File: src/rtl/hist_mem_arbiter.sv
// hist_mem_arbiter: round-robin sequencer of the histogram data memory between core single-word accesses and host read bursts
//   core_*  : single-word read/write requester (req held until gnt, rvalid/rdata one cycle after issue)
//   host_*  : burst read requester (len 0 = BURST_MAX, gnt on first issue, busy..done framing)
//   mem_*   : single-port synchronous memory, 1-cycle read latency
module hist_mem_arbiter #(
  parameter int DATA_W    = 128,
  parameter int ADDR_W    = 8,
  parameter int BURST_MAX = 16
) (
  input  logic                         clk,
  input  logic                         reset,
  input  logic                         core_req,
  input  logic                         core_we,
  input  logic [ADDR_W-1:0]            core_addr,
  input  logic [DATA_W-1:0]            core_wdata,
  output logic                         core_gnt,
  output logic                         core_rvalid,
  output logic [DATA_W-1:0]            core_rdata,
  input  logic                         host_req,
  input  logic [ADDR_W-1:0]            host_addr,
  input  logic [$clog2(BURST_MAX)-1:0] host_len,
  output logic                         host_gnt,
  output logic                         host_busy,
  output logic                         host_rvalid,
  output logic [DATA_W-1:0]            host_rdata,
  output logic                         host_done,
  output logic                         mem_en,
  output logic                         mem_we,
  output logic [ADDR_W-1:0]            mem_addr,
  output logic [DATA_W-1:0]            mem_wdata,
  input  logic [DATA_W-1:0]            mem_rdata
);
  localparam int CW = $clog2(BURST_MAX);
  typedef enum logic [1:0] {IDLE, CORE, HOST, DRAIN} state_t;
  state_t state, state_nx;
  logic lat_we, last_host, core_rv, host_rv, pick_core, pick_host, burst_end;
  logic [CW-1:0] cnt, len;
  logic [ADDR_W-1:0] addr_q;
  logic [DATA_W-1:0] wdata_q;
  assign pick_core = core_req & (~host_req | last_host);
  assign pick_host = host_req & ~pick_core;
  // len-1 wraps to all ones for len=0, which is exactly BURST_MAX-1
  assign burst_end = cnt == len - CW'(1);
  always_comb begin
    state_nx    = (state == IDLE) ? (pick_core ? CORE : pick_host ? HOST : IDLE) :
                  (state == HOST) ? (burst_end ? DRAIN : HOST) : IDLE;
    core_gnt    = state == CORE;
    core_rvalid = core_rv;
    core_rdata  = mem_rdata;
    host_gnt    = (state == HOST) && (cnt == '0);
    host_busy   = (state == HOST) || (state == DRAIN);
    host_rvalid = host_rv;
    host_rdata  = mem_rdata;
    host_done   = state == DRAIN;
    mem_en      = (state == CORE) || (state == HOST);
    mem_we      = (state == CORE) && lat_we;
    mem_addr    = addr_q;
    mem_wdata   = wdata_q;
  end
  // the address register is loaded with the base and stepped during the burst,
  // so mem_addr naturally holds its last value when the memory is idle
  always_ff @(posedge clk or negedge reset) begin
    if (!reset) begin
      state     <= IDLE;
      lat_we    <= 1'b0;
      last_host <= 1'b1;
      cnt       <= '0;
      len       <= '0;
      addr_q    <= '0;
      wdata_q   <= '0;
      core_rv   <= 1'b0;
      host_rv   <= 1'b0;
    end else begin
      state   <= state_nx;
      core_rv <= (state == CORE) && !lat_we;
      host_rv <= state == HOST;
      if (state == IDLE && pick_core) begin
        lat_we  <= core_we;
        addr_q  <= core_addr;
        wdata_q <= core_wdata;
      end
      if (state == IDLE && pick_host) begin
        addr_q <= host_addr;
        len    <= host_len;
        cnt    <= '0;
      end
      if (state == HOST) begin
        cnt       <= cnt + CW'(1);
        addr_q    <= burst_end ? addr_q : addr_q + ADDR_W'(1);
        last_host <= 1'b1;
      end
      if (state == CORE) last_host <= 1'b0;
    end
  end
endmodule

File: config.mk
export PLATFORM = sky130hd
export DESIGN_NAME = hist_mem_arbiter
export DESIGN_NICKNAME = d
export VERILOG_FILES = /design/src/rtl/hist_mem_arbiter.sv
export SDC_FILE = /design/constraint.sdc
export NUM_CORES = 1
export LEC_CHECK = 0
export ABC_AREA = 1
export CORE_AREA = 5 5 265 267
export CTS_CLUSTER_DIAMETER = 80
export DETAILED_ROUTE_END_ITERATION = 8
export DIE_AREA = 0 0 270 272
export HOLD_SLACK_MARGIN = 0.03
export PLACE_DENSITY_LB_ADDON = 0.05
export SYNTH_ARGS = -nofsm -noshare
export SYNTH_HDL_FRONTEND = slang
export SYNTH_SLANG_ARGS = --single-unit
File: constraint.sdc
create_clock -name clk -period 1.35 [get_ports clk]
set_input_delay 0.2025 -clock clk [delete_from_list [all_inputs] [get_ports clk]]
set_output_delay 0.2025 -clock clk [all_outputs]
set_load 0.02 [all_outputs]
==> results.txt <==
Status: complete, but fails checks
Violations in the final reports: negative setup slack
Worst slack, placed: -0.505 ns
Netlist Area Pre-Place: 0.00826 mm^2
Pwr dens: 2350 mW/mm^2
Library cell appearing most often on the critical path: sky130_fd_sc_hd__buf_6
Starting Density: 12.2%
Setup violations, final: 153
Total die area: 0.0734 mm^2
CP endpoint kind: output pin
Area growth syn-to-layout: 53.6%
Leak: 0.00627 uW
Placeable core region: 0.0679 mm^2
Clock latency on the worst-skew pair: 0.48 ns
Hold crit path type: in -> async
Final period util: 132%
Net count, final: 1458
Number of storage elements in the synthesis netlist: 150
Worst ir drop on vdd: 0.942 mV
Global-route wire length before repair: 55600 um
I/O Pins: 681
Die height: 272 um
Count of yosys warnings during synthesis: 0
Data arrival time of the worst path: 1.59 ns
Unrepaired setup endpoints after global routing: yes
CTS Buf Count: 17
Most common cell after layout, fill and taps aside: sky130_fd_sc_hd__nand2_1
Global routing usage summed across all routing layers: 10.5%
Required time reported for the critical path endpoint: 1.15 ns
Final Hold Viols: 0
CP cell instances: inv_2, ha_4, buf_6, or2_4, buf_6
Average vias per placed instance: 3.21
Global placer's final weighted congestion: 0.662
Critical path fanouts, max: 3
Syn_nets: 1297
Initial detailed-routing violation count: 231
Via Count: 6646
Delay of the slowest cell on the worst path: 0.40 ns
Wire length after detailed routing: 38900 um
Worst hold slack across all endpoints: 0.113 ns
HPWL after detailed placement: 27600 um
Worst slew slack as a fraction of its limit: 77.3%
Clock tree buffer depth: 2
Maximum number of pins on one net before global-route repair: 50
Number of detailed-routing iterations run before antenna repair: 4
Min Tclk post-route: 1.79 ns
Number of H-tree branching levels: 4
Setup Crit Path Kind: reg -> out
Number of distinct standard cells referenced by the synthesized netlist: 27
Cell chosen for the clock root: sky130_fd_sc_hd__clkbuf_16
Final design utilization: 18.7%
Initial antenna violation count: 9
Final setup margin: -0.438 ns
Overall power consumption: 29800 uW
Grt ovf: 0
Number of nets with antenna violations after detailed routing: 0
Final max-slew violation count: 0
Vias in the first global route: 7319
Library cell contributing the largest single delay on the critical path: sky130_fd_sc_hd__dfrtp_1
Cell Area, Placed: 0.0111 mm^2
Clock tree from TritonCTS: done
Transition at the pin with the smallest max-transition slack: 0.340 ns
Core Rows: 96
Max-cap violation count: 0
Synthesized instance count: 1008
Mean Syn Cell Area: 8.19 um^2
Clock-pin transition on the worst setup and hold timing paths: 0.08 ns
Commonest cells after routing, fill and taps aside: 384 x sky130_fd_sc_hd__nand2_1, 151 x sky130_fd_sc_hd__clkdlybuf4s50_1, 145 x sky130_fd_sc_hd__dfrtp_1
Buffers on Ports: 296
Sinks on Clock Net: 150
Share of cells above drive strength 1: 35.5%
Die boundary width: 270 um
Type of origin of the critical path: register
Remaining routing DRC violations: 0
Wire length per cell: 18.8 um
Layout Skew: 0.0147 ns
Sequential share of the synthesized area: 45.5%
Highest Clock Rate: 559 MHz
Layout fillers: 7547
Design area: 0.0127 mm^2
[critical path, delay by kind of cell, from the launching register on]
| kind | cells | cell delay (ns) |
|---|---|---|
| fa+ha+maj | 1 | 0.18 |
| buf+inv | 3 | 0.31 |
| flops | 1 | 0.40 |
| simple gates | 1 | 0.22 |
[per-stage QoR]
step,instances,TNS [ns]
after detailed placement,1974,-39.09
after CTS,2060,-58.60
after global placement,1974,-41.09
after floorplan,1008,-1.79
after global routing,2064,-63.32
final,2069,-50.67
[power by group]
part           internal, uW  total, uW  switching, uW
clock                  3030       5470           2440
combinational          7430      16500           9070
sequential             6640       7830           1190
total                 17100      29800          12700
[registers in the layout (all words and copies together) (netlist names)]
signal	count
state	2
lat_we	1
core_rvalid	1
mem_addr	8
last_host	1
host_rvalid	1
mem_wdata	128
len	4
cnt	4
[final timing paths]
| path | slack (ns) | from | depth (start not counted) | end |
|---|---|---|---|---|
| max | -0.44 | state[0] | 5 | host_busy |
| min | 0.11 | reset | 2 | mem_wdata[89] |
| max reg2reg | -0.42 | state[0] | 11 | mem_wdata[62] |
| min reg2reg | 0.47 | mem_wdata[13] | 2 | mem_wdata[13] |
| max in group asynchronous | 0.62 | reset | 4 | mem_wdata[76] |
| min in group clk | 0.25 | core_wdata[77] | 3 | mem_wdata[77] |
[cells in the mapped netlist (all sizes together)]
library cell / n / area share [%]
o21bai: 2 / 0.18
xnor2: 1 / 0.11
clkbuf: 4 / 0.18
mux2: 1 / 0.18
nand4: 2 / 0.15
a22oi: 1 / 0.091
ha: 8 / 1.2
nor3: 1 / 0.061
o21ai: 8 / 0.48
or2: 1 / 0.076
dfstp: 1 / 0.32
buf: 283 / 26
nand3: 34 / 2.1
o31ai: 1 / 0.091
nor2: 11 / 0.50
xor2: 3 / 0.32
dfrtp: 149 / 45
a21oi: 5 / 0.30
nand2: 455 / 21
inv: 37 / 1.7
[routing by layer]
metal / part of all wire (%) / up-vias / global-route usage, %
met5: 0.13 / - / 0.329
met4: 4.0 / 8 / 4.96
met3: 12 / 106 / 6.57
met2: 49 / 330 / 17.5
met1: 35 / 3054 / 10.4
li1: - / 3148 / -
[layout make-up]
cell class	count	area [um^2]	area share, %
Timing Repair Buffer	427	4330	34.2
Clock inverter	13	184	1.45
Clock buffer	19	443	3.49
Multi-Input combinational cell	536	2670	21.1
Inverter	37	173	1.36
Antenna cell	5	12.5	0.0987
Sequential cell	150	3760	29.7
Tap cell	882	1100	8.70
[kinds of logic after synthesis]
kind of cell	after synthesis	synth area share, %
and+or+nand+nor	504	24.0
buffers and inverters	324	27.5
DFF	150	45.5
AOI/OAI and AO/OA	17	1.15
adders and majority gates	8	1.21
xor gates and xnor gates	4	0.424
muxes	1	0.182
[timing repair]
action	4_1_cts	5_1_grt
endpoints found under the hold margin	149	0
gates cloned	23	2
resized for setup	775	75
setup buffers	30	11
setup endpoints to repair	290	153
hold buffers	1	0
pin swaps	13	15
No activity file was read; power rests on OpenSTA's default activity.
